[config.mk]
export PLATFORM = sky130hd
export DESIGN_NAME = serial_adder
export DESIGN_NICKNAME = d
export VERILOG_FILES = /design/src/rtl/serial_adder.sv
export SDC_FILE = /design/constraint.sdc
export NUM_CORES = 1
export LEC_CHECK = 0
export BUFFER_PORTS_ARGS = -buffer_cell sky130_fd_sc_hd__buf_2
export CAP_MARGIN = 30
export CELL_PAD_IN_SITES_DETAIL_PLACEMENT = 1
export CELL_PAD_IN_SITES_GLOBAL_PLACEMENT = 2
export CORE_MARGIN = 4
export CORE_UTILIZATION = 33
export DETAILED_ROUTE_END_ITERATION = 8
export PLACE_DENSITY_LB_ADDON = 0.12
export SYNTH_ARGS = -nofsm -noshare
export SYNTH_HDL_FRONTEND = slang
export SYNTH_SLANG_ARGS = --single-unit
[constraint.sdc]
create_clock -name clk -period 1.4 [get_ports clk]
set_input_delay 0.28 -clock clk [delete_from_list [all_inputs] [get_ports clk]]
set_output_delay 0.28 -clock clk [all_outputs]
set_load 0.01 [all_outputs]
[src/rtl/serial_adder.sv]
// Bit-serial adder: sums two WIDTH-bit operands plus carry-in LSB-first,
// one bit per clock, through a single full-adder slice and a carry flop.
module serial_adder #(
  parameter int unsigned WIDTH = 8
) (
  input  logic             clk,
  input  logic             rst_n,
  input  logic             start,
  input  logic [WIDTH-1:0] a,
  input  logic [WIDTH-1:0] b,
  input  logic             cin,
  output logic             busy,
  output logic             done,
  output logic [WIDTH-1:0] sum,
  output logic             cout
);

  localparam int unsigned CW = $clog2(WIDTH + 1);

  typedef enum logic [1:0] {IDLE, SHIFT, DONE} state_t;

  state_t           state, state_next;
  logic [WIDTH-1:0] a_sh, b_sh, res_sh;
  logic             carry;
  logic [CW-1:0]    count;
  logic             accept, last, s, c_next;

  // Full-adder slice on the current LSBs plus the control decodes.
  always_comb begin
    s      = a_sh[0] ^ b_sh[0] ^ carry;
    c_next = (a_sh[0] & b_sh[0]) | ((a_sh[0] ^ b_sh[0]) & carry);
    accept = start && (state != SHIFT);
    last   = (state == SHIFT) && (count == CW'(WIDTH - 1));
  end

  // Next-state logic: IDLE/DONE accept a request, SHIFT runs WIDTH edges.
  always_comb begin
    state_next = state;
    case (state)
      IDLE:    if (accept) state_next = SHIFT;
      SHIFT:   if (last)   state_next = DONE;
      DONE:    state_next = accept ? SHIFT : IDLE;
      default: state_next = IDLE;
    endcase
  end

  // State register.
  always_ff @(posedge clk) begin
    if (!rst_n) state <= IDLE;
    else        state <= state_next;
  end

  // Datapath: operand/result shift registers, carry, bit counter, outputs.
  always_ff @(posedge clk) begin
    if (!rst_n) begin
      a_sh   <= '0;
      b_sh   <= '0;
      res_sh <= '0;
      carry  <= 1'b0;
      count  <= '0;
      sum    <= '0;
      cout   <= 1'b0;
    end else if (accept) begin
      a_sh   <= a;
      b_sh   <= b;
      carry  <= cin;
      count  <= '0;
    end else if (state == SHIFT) begin
      a_sh   <= {1'b0, a_sh[WIDTH-1:1]};
      b_sh   <= {1'b0, b_sh[WIDTH-1:1]};
      res_sh <= {s, res_sh[WIDTH-1:1]};
      carry  <= c_next;
      count  <= count + 1'b1;
      if (last) begin
        sum  <= {s, res_sh[WIDTH-1:1]};
        cout <= c_next;
      end
    end
  end

  // Status flags decode straight from the state register.
  always_comb begin
    busy = (state == SHIFT);
    done = (state == DONE);
  end

endmodule

==> results of run 1 <==
## cell families (layout without fill, tap and decap cells)
kind of cell               Yosys count  count (layout)  synth area share, %
muxes                               27              27                 16.9
buffers and inverters               14              48                 4.52
and+or+nand+nor                     65              65                 17.2
AOI/OAI and AO/OA                   28              28                 11.6
DFF                                 39              39                 47.9
adders and majority gates            2               2                 1.99
## registers in the layout, indices dropped and copies added, names as in the netlist
register and flops:
count 4, state 2, carry 1, b_sh 8, a_sh 8, sum 8
res_sh 7, cout 1
## area by class of cell
class,count,area [sq um],area share [%]
repair buffers,38,256,12.8
well taps,67,83.8,4.17
multi-input cells,122,779,38.8
flip-flops and latches,39,783,39.0
inverters,2,7.51,0.373
clock buffers,8,100,4.98
## Yosys cell counts (all sizes together)
library cell	instances
or3	1
nor2b	2
clkinv	1
a21oi	10
buf	8
inv	1
nand3b	3
a31oi	1
ha	1
mux2i	26
o21a	1
mux2	1
a211oi	16
nor3b	1
clkbuf	4
nor2	20
nand2b	1
fa	1
nand3	2
nand2	34
nor3	1
dfxtp	39
## per-stage QoR
| stage | area [sq um] | worst slack (ns) | total power, uW | instances | util (%) |
|---|---|---|---|---|---|
| floorplan | 1630 | 0.197 | 1400 | 175 | - |
| finish | 2010 | 0.0835 | 2310 | 276 | 42.3 |
| global placement | 1850 | 0.0902 | 1460 | 265 | 38.9 |
| global route | 2010 | 0.0132 | 2450 | 276 | 42.3 |
| detailed placement | 1850 | 0.0181 | 1480 | 265 | 38.9 |
| CTS | 1950 | 0.00366 | 2330 | 273 | 41.0 |
## per-layer routing
metal / vias to the layer above / track usage [%] / routed length, um
met5: - / 0 / 0
met2: 22 / 22.9 / 1820
met1: 626 / 14.2 / 1670
met4: 0 / 5.77 / 67
met3: 8 / 4.59 / 180
li1: 661 / - / -
## worst reg2reg max path, cell delays in order (launching register included)
cell	delay (ns)
dfxtp_1	0.31
nand2b_2	0.24
buf_12	0.18
mux2_4	0.30
a211oi_2	0.20
## what timing repair did
item                       in CTS  in global routing
gates cloned                    0                  1
setup buffers                   0                  2
gates resized for setup         1                  4
setup endpoints to repair       1                 19
pin swaps                       0                  1
hold buffers                    0                  0
## worst paths after layout
path | cells after the start | from | slack (ns) | to
min reg2reg | 2 | sum[2] | 0.46 | sum[2]
max | 3 | state[1] | 0.08 | busy
max reg2reg | 4 | state[1] | 0.10 | count[2]
min | 3 | a[7] | 0.22 | a_sh[7]
## cells in the final DEF, fill, tap and decap left out, types with 2 or more instances in the layout
cell type / synthesis / layout
nand3b_1: 3 / 3
a211oi_1: 15 / 15
a21oi_1: 10 / 10
nor2_1: 19 / 19
clkbuf_8: 0 / 7
buf_2: 5 / 30
nor2b_1: 2 / 2
dfxtp_1: 39 / 37
nand3_1: 2 / 2
nand2_1: 34 / 34
buf_4: 2 / 4
dfxtp_2: 0 / 2
mux2i_1: 26 / 26
buf_12: 0 / 2
## power by group
group	switching [uW]	total [uW]	internal, uW
Clock	390	840	450
Combinational	144	271	127
Sequential	32.8	1200	1160
Total	567	2310	1740
==> impl_metrics.ini, run 1 <==
[die]
start_util_pct = 34.3
die_area_sq_mm = 0.00613
die_w_um = 78.3
placeableCoreArea_sq_mm = 0.00475
io_pins = 31
num_rows = 25
die_h_um = 78.3

[detailed_routing]
drt-wirelength-per-cell_um = 13.6
drc = 0
ant_nets = 0
vias_per_cell = 4.77
wirelength_um = 3740
dr.pass1.iters = 4
num_vias = 1317
drt_iter0_drc = 44

[clocking]
cts.sinks = 39
numCtsBuffers = 5
h-tree-depth = 2
clock_path_buffers = 2
cts_tree = yes
clk_pin_slew_ns = 0.08
worstSkewPairLatency_ns = 0.29
cts-root-buf = clkbuf_8

[place]
gp_congestion = 0.671
io_buffers = 30
dpl.hpwl_um = 2420

[setup_path]
cpPeakStageDelay_ns = 0.31
crit_chain = nand2b_2, inv_2, buf_2
crit_path_top_delay_cell = dfxtp_1
required_ns = 1.12
worst_ep_arrival_time_ns = 1.04
critPathMaxFanout = 3
endpoint_kind = output port
start_kind = register
cp.buffers_inverters = 2
critPathKind = reg -> out
crit_family = flip-flops

[min_path]
hold_path_class = in -> reg

[sta]
layout_min_cycle_time_ns = 1.32
maxSlewHeadroom_pct = 62.2
rsz0062_at_grt = no
setup_viol = 0
holdWs_ns = 0.224
max_freq_mhz = 760
worstMarginPinSlew_ns = 0.568
tns_ns = 0
fin_crit_sh_pct = 94.0
fin_skew_ns = 0.00528
report.final.slew_viol_count = 0
final-hold-violation-count = 0

[synth]
synth_seq_cells = 39
syn_nets = 197
yosysUniqueCellTypes = 26
yosysTopAreaCellShare_pct = 47.9
synth_top_area_cell = dfxtp_1
yosys_warnings = 0
avgSynthCellArea_sq_um = 9.32
syn-cell-area_sq_mm = 0.00163
synth-seq-area-share_pct = 47.9
syn-instance-count = 175
synth_area_leaders = dfxtp_1 (48%), mux2i_1 (16%), nand2_1 (7.8%), a211oi_1 (6.9%), nor2_1 (4.4%)

[global_routing]
grt_util_all_layers_pct = 13.1
antenna_found_initial = 0
grt_max_degree = 29
grt_pass1_wl_um = 6340
first_global_vias = 1379
overflow = 0

[final_layout]
antennaDiodeCount = 0
area_growth_pct = 23.2
final_nets = 230
final_layout_size_suffix_gt1_share_pct = 24.9
nFillCells = 577

[outcome]
status = finished clean

[power_and_ir_drop]
powerDensity_mw_per_mm2 = 1150
power_leakage_uw = 0.000833
ir_worst_vdd_mv = 0.521

[job]
maxCapViolCount = 0
Power figures use the tool's default switching activity.
==> inputs of run 2 (changes only) <==
- RECOVER_POWER: unset -> 100
==> impl_metrics.ini, run 2 (synthesis results as in run 1) <==
[outcome]
status = finished clean

[setup_path]
critPathKind = reg -> out
crit_chain = nand2b_2, inv_1, clkbuf_2
crit_path_top_delay_cell = dfxtp_1
regToRegSetupSlack_ns = 0.09
critPathMaxFanout = 3
start_kind = register
r2r_cells = 4
cpPeakStageDelay_ns = 0.31
required_ns = 1.12
endpoint_kind = output port
worst_ep_arrival_time_ns = 1.03
r2r-start = state[1]
rr_endpoint = count[2]

[clocking]
worstSkewPairLatency_ns = 0.29
cts-root-buf = clkbuf_8
h-tree-depth = 2
cts.sinks = 39
clock_path_buffers = 2
clk_pin_slew_ns = 0.08
cts_tree = yes
holdBufCountCts = 0
numCtsBuffers = 5

[global_routing]
antenna_found_initial = 0
grt_max_degree = 29
grt_pass1_wl_um = 6340
first_global_vias = 1379
overflow = 0
grt_util_all_layers_pct = 13.1

[final_layout]
final_layout_size_suffix_gt1_share_pct = 19.1
antennaDiodeCount = 0
final_nets = 230
seqCellArea_sq_um = 783
nFillCells = 586
final_common_cell = dfxtp_1
area_growth_pct = 20.9
multiInputGateArea_sq_um = 776
reg_top3 = a_sh: 8 flops, b_sh: 8 flops, sum: 8 flops
final_cell_mix = dfxtp_1 (37), nand2_1 (34), mux2i_1 (26), nor2_1 (19), buf_2 (19)

[place]
gp_congestion = 0.671
pre_cts_ws_ns = 0.0181
dpl.hpwl_um = 2420
io_buffers = 30

[power_and_ir_drop]
ir_worst_vdd_mv = 0.521
pwr-share-comb_pct = 11.2
p_int_uw = 1730
powerDensity_mw_per_mm2 = 1160
power_leakage_uw = 0.000776
swShare_pct = 24.6
sequentialPowerShare_pct = 52.2
p_sw_uw = 565
pwr-share-clk_pct = 36.6

[min_path]
holdPathEnd = a_sh[7]
hold_path_class = in -> reg
hold_path_depth = 3
hp-start = a[7]

[die]
die_area_sq_mm = 0.00613
num_rows = 25
placeableCoreArea_sq_mm = 0.00475
io_pins = 31
start_util_pct = 34.3
die_h_um = 78.3
die_w_um = 78.3

[detailed_routing]
dr.pass1.iters = 4
wl_met3_um = 189
ant_nets = 0
vias_per_cell = 4.79
routed.top_layer = met4
drt-wirelength-per-cell_um = 13.6
wl_met2_um = 1830
wirelength_um = 3770
met1Wirelength_um = 1680
num_vias = 1322
drc = 0
drt_iter0_drc = 43

[sta]
maxSlewHeadroom_pct = 62.2
setup_viol = 0
report.final.slew_viol_count = 0
finalWorstSetupSlack_ns = 0.0869
max_freq_mhz = 762
layout_min_cycle_time_ns = 1.31
rsz0062_at_grt = no
fin_skew_ns = 0.00507
fin_crit_sh_pct = 93.8
final-hold-violation-count = 0
tns_ns = 0
worstMarginPinSlew_ns = 0.567

[job]
maxCapViolCount = 0
## run 2: cell count changes in the layout (fill, tap and decap cells not counted), sizes merged
cell    delta
buf       -12
clkbuf    +12
## run 2: how the worst max path moves through the flow
stage / start / to / slack (ns) / depth (start not counted)
2_1_floorplan: count[0] / cout / 0.20 / 4
3_3_place_gp: count[0] / sum[0] / 0.09 / 4
3_5_place_dp: count[0] / cout / 0.02 / 4
4_1_cts: state[1] / busy / 0.004 / 3
5_1_grt: state[1] / busy / 0.01 / 3
6_report: state[1] / busy / 0.09 / 3
## run 2: metal layers
metal	vias up	GRT usage [%]
li1	661	-
met4	0	5.77
met2	24	22.9
met5	-	0
met3	8	4.59
met1	629	14.2
## run 2: worst max-delay path: cells and delay by family, from the launching register on
kind,cells,cell delay [ns]
buffers and inverters,2,0.22
flip-flops,1,0.31
AND/OR/NAND/NOR,1,0.22
## run 2: what timing repair did
| action | 4_1_cts | 5_1_grt |
|---|---|---|
| endpoints found under the setup margin | 1 | 19 |
| gates resized for setup | 1 | 4 |
| setup buffers | 0 | 2 |
| gates cloned | 0 | 1 |
| pin swaps | 0 | 1 |
## run 2: metrics by stage
step | cells | hold WS (ns) | power, uW | utilization (%) | instance area [sq um]
after floorplan | 175 | 0.427 | 1400 | - | 1630
after global placement | 265 | 0.440 | 1460 | 38.9 | 1850
after detailed placement | 265 | 0.446 | 1480 | 38.9 | 1850
after CTS | 273 | 0.217 | 2330 | 41.0 | 1950
after global routing | 276 | 0.228 | 2440 | 41.5 | 1970
final | 276 | 0.224 | 2290 | 41.5 | 1970
## run 2: area by class of cell
| cell class | instances | area share [%] |
|---|---|---|
| clock buffers | 8 | 5.08 |
| inverters | 2 | 0.381 |
| multi-input cells | 122 | 39.3 |
| flip-flops and latches | 39 | 39.7 |
| well taps | 67 | 4.25 |
| repair buffers | 38 | 11.2 |
## run 2: power by group through the flow
stage	combinational, uW	sequential [uW]	clock [uW]
4_1_cts	256	1200	877
2_1_floorplan	183	1210	0
3_5_place_dp	254	1220	0
3_3_place_gp	245	1220	0
6_report	258	1200	839
5_1_grt	294	1210	938
==> inputs of run 3 (changes only) <==
- CORE_ASPECT_RATIO: unset -> 1.75
- CTS_BUF_LIST: unset -> sky130_fd_sc_hd__clkbuf_4 sky130_fd_sc_hd__clkbuf_8 sky130_fd_sc_hd__clkbuf_16
==> impl_metrics.ini, run 3 (synthesis results as in run 1) <==
[clocking]
clock_path_buffers = 2
cts_tree = yes
holdBufCountCts = 0
worstSkewPairLatency_ns = 0.29
h-tree-depth = 2
numCtsBuffers = 5
cts.sinks = 39
clk_pin_slew_ns = 0.07
cts-root-buf = clkbuf_8

[place]
gp_congestion = 0.762
io_buffers = 30
dpl.hpwl_um = 2730
pre_cts_ws_ns = -0.0164

[sta]
holdWs_ns = 0.238
final-hold-violation-count = 0
report.final.slew_viol_count = 0
max_freq_mhz = 747
finalWorstSetupSlack_ns = 0.0610
layout_min_cycle_time_ns = 1.34
rsz0062_at_grt = no
fin_crit_sh_pct = 95.6
maxSlewHeadroom_pct = 84.6
worstMarginPinSlew_ns = 0.229
fin_skew_ns = 0.00471
setup_viol = 0

[final_layout]
final_layout_size_suffix_gt1_share_pct = 22.2
area_growth_pct = 22.5
final_common_cell = dfxtp_1
final_cell_mix = dfxtp_1 (37), nand2_1 (34), mux2i_1 (26), buf_2 (20), nor2_1 (19)
antennaDiodeCount = 0
final_nets = 233
reg_top3 = a_sh: 8 flops, b_sh: 8 flops, sum: 8 flops

[die]
die_w_um = 61.2
num_rows = 33
start_util_pct = 34.4
placeableCoreArea_sq_mm = 0.00475
die_h_um = 101
die_area_sq_mm = 0.00618
io_pins = 31

[setup_path]
required_ns = 1.12
endpoint_kind = output port
regToRegSetupSlack_ns = 0.09
crit_path_top_delay_cell = dfxtp_1
r2r_cells = 4
crit_chain = nand2b_2, inv_4, buf_2
critPathKind = reg -> out
start_kind = register
critPathMaxFanout = 5
cpPeakStageDelay_ns = 0.31
rr_endpoint = count[2]
worst_ep_arrival_time_ns = 1.06
r2r-start = state[1]

[global_routing]
grt_util_all_layers_pct = 13.2
first_global_vias = 1388
antenna_found_initial = 0
grt_pass1_wl_um = 6110
overflow = 0
grt_max_degree = 27

[power_and_ir_drop]
powerDensity_mw_per_mm2 = 1130
power_leakage_uw = 0.000798
ir_worst_vdd_mv = 0.515

[min_path]
hold_path_class = in -> reg
hold_path_depth = 3
holdPathEnd = b_sh[7]
hp-start = b[7]

[job]
maxCapViolCount = 0

[detailed_routing]
drt-wirelength-per-cell_um = 14.3
vias_per_cell = 5.18
drc = 0
ant_nets = 0
dr.pass1.iters = 4
drt_iter0_drc = 25
wirelength_um = 3790
num_vias = 1367

[outcome]
status = finished clean
[run 3: cell count changes in the layout (fill, tap and decap cells not counted), moves of 2 or more]
cell,before,now
buf_4,3,7
clkbuf_4,0,2
clkbuf_2,3,0
clkbuf_8,7,5
buf_12,2,4
[run 3: how the worst max path moves through the flow]
stage,startpoint,endpoint,slack [ns],depth (start not counted)
2_1_floorplan,count[0],cout,0.20,4
3_3_place_gp,count[0],cout,0.10,4
3_5_place_dp,count[0],sum[7],-0.02,4
4_1_cts,state[1],busy,0.02,3
5_1_grt,state[1],busy,0.003,3
6_report,state[1],busy,0.06,3
[run 3: layout make-up]
cell class | count | area (sq um)
Multi-Input combinational cell | 122 | 782
Fill cell | 566 | 2750
Clock inverter | 1 | 5.00
Sequential cell | 39 | 783
Timing Repair Buffer | 41 | 270
Clock buffer | 7 | 83.8
Inverter | 2 | 10.0
Tap cell | 52 | 65.1
[run 3: metal layers]
layer	share of wire, %	track usage (%)	vias to the layer above
met2	55	23.7	27
met1	39	13.5	665
met4	2.0	6.01	0
met3	4.6	3.46	5
met5	0	0	-
li1	-	-	670
[run 3: stage by stage]
stage / area, sq um / power, uW / util [%] / TNS (ns) / cells
6_report: 2000 / 2250 / 42.1 / 0 / 264
3_3_place_gp: 1860 / 1480 / 39.2 / 0 / 251
3_5_place_dp: 1860 / 1490 / 39.2 / -0.0164 / 251
2_1_floorplan: 1630 / 1400 / - / 0 / 175
5_1_grt: 2000 / 2380 / 42.1 / 0 / 264
4_1_cts: 1980 / 2280 / 41.6 / 0 / 260
[run 3: critical path: cells and delay by family (launching register included)]
kind | cells | cell delay, ns
DFF | 1 | 0.31
buffers and inverters | 2 | 0.24
and+or+nand+nor | 1 | 0.23
[run 3: where the power goes]
group	switching, uW	internal, uW	leakage, uW
combinational	148	134	0.000430
clock	384	389	0.0000491
sequential	33.8	1160	0.000319
total	566	1690	0.000798
[run 3: timing repair]
action / 4_1_cts / 5_1_grt
setup endpoints to repair: 8 / 10
gates resized for setup: 3 / 3
pin swaps: 1 / 0
buffers inserted: 1 / 4
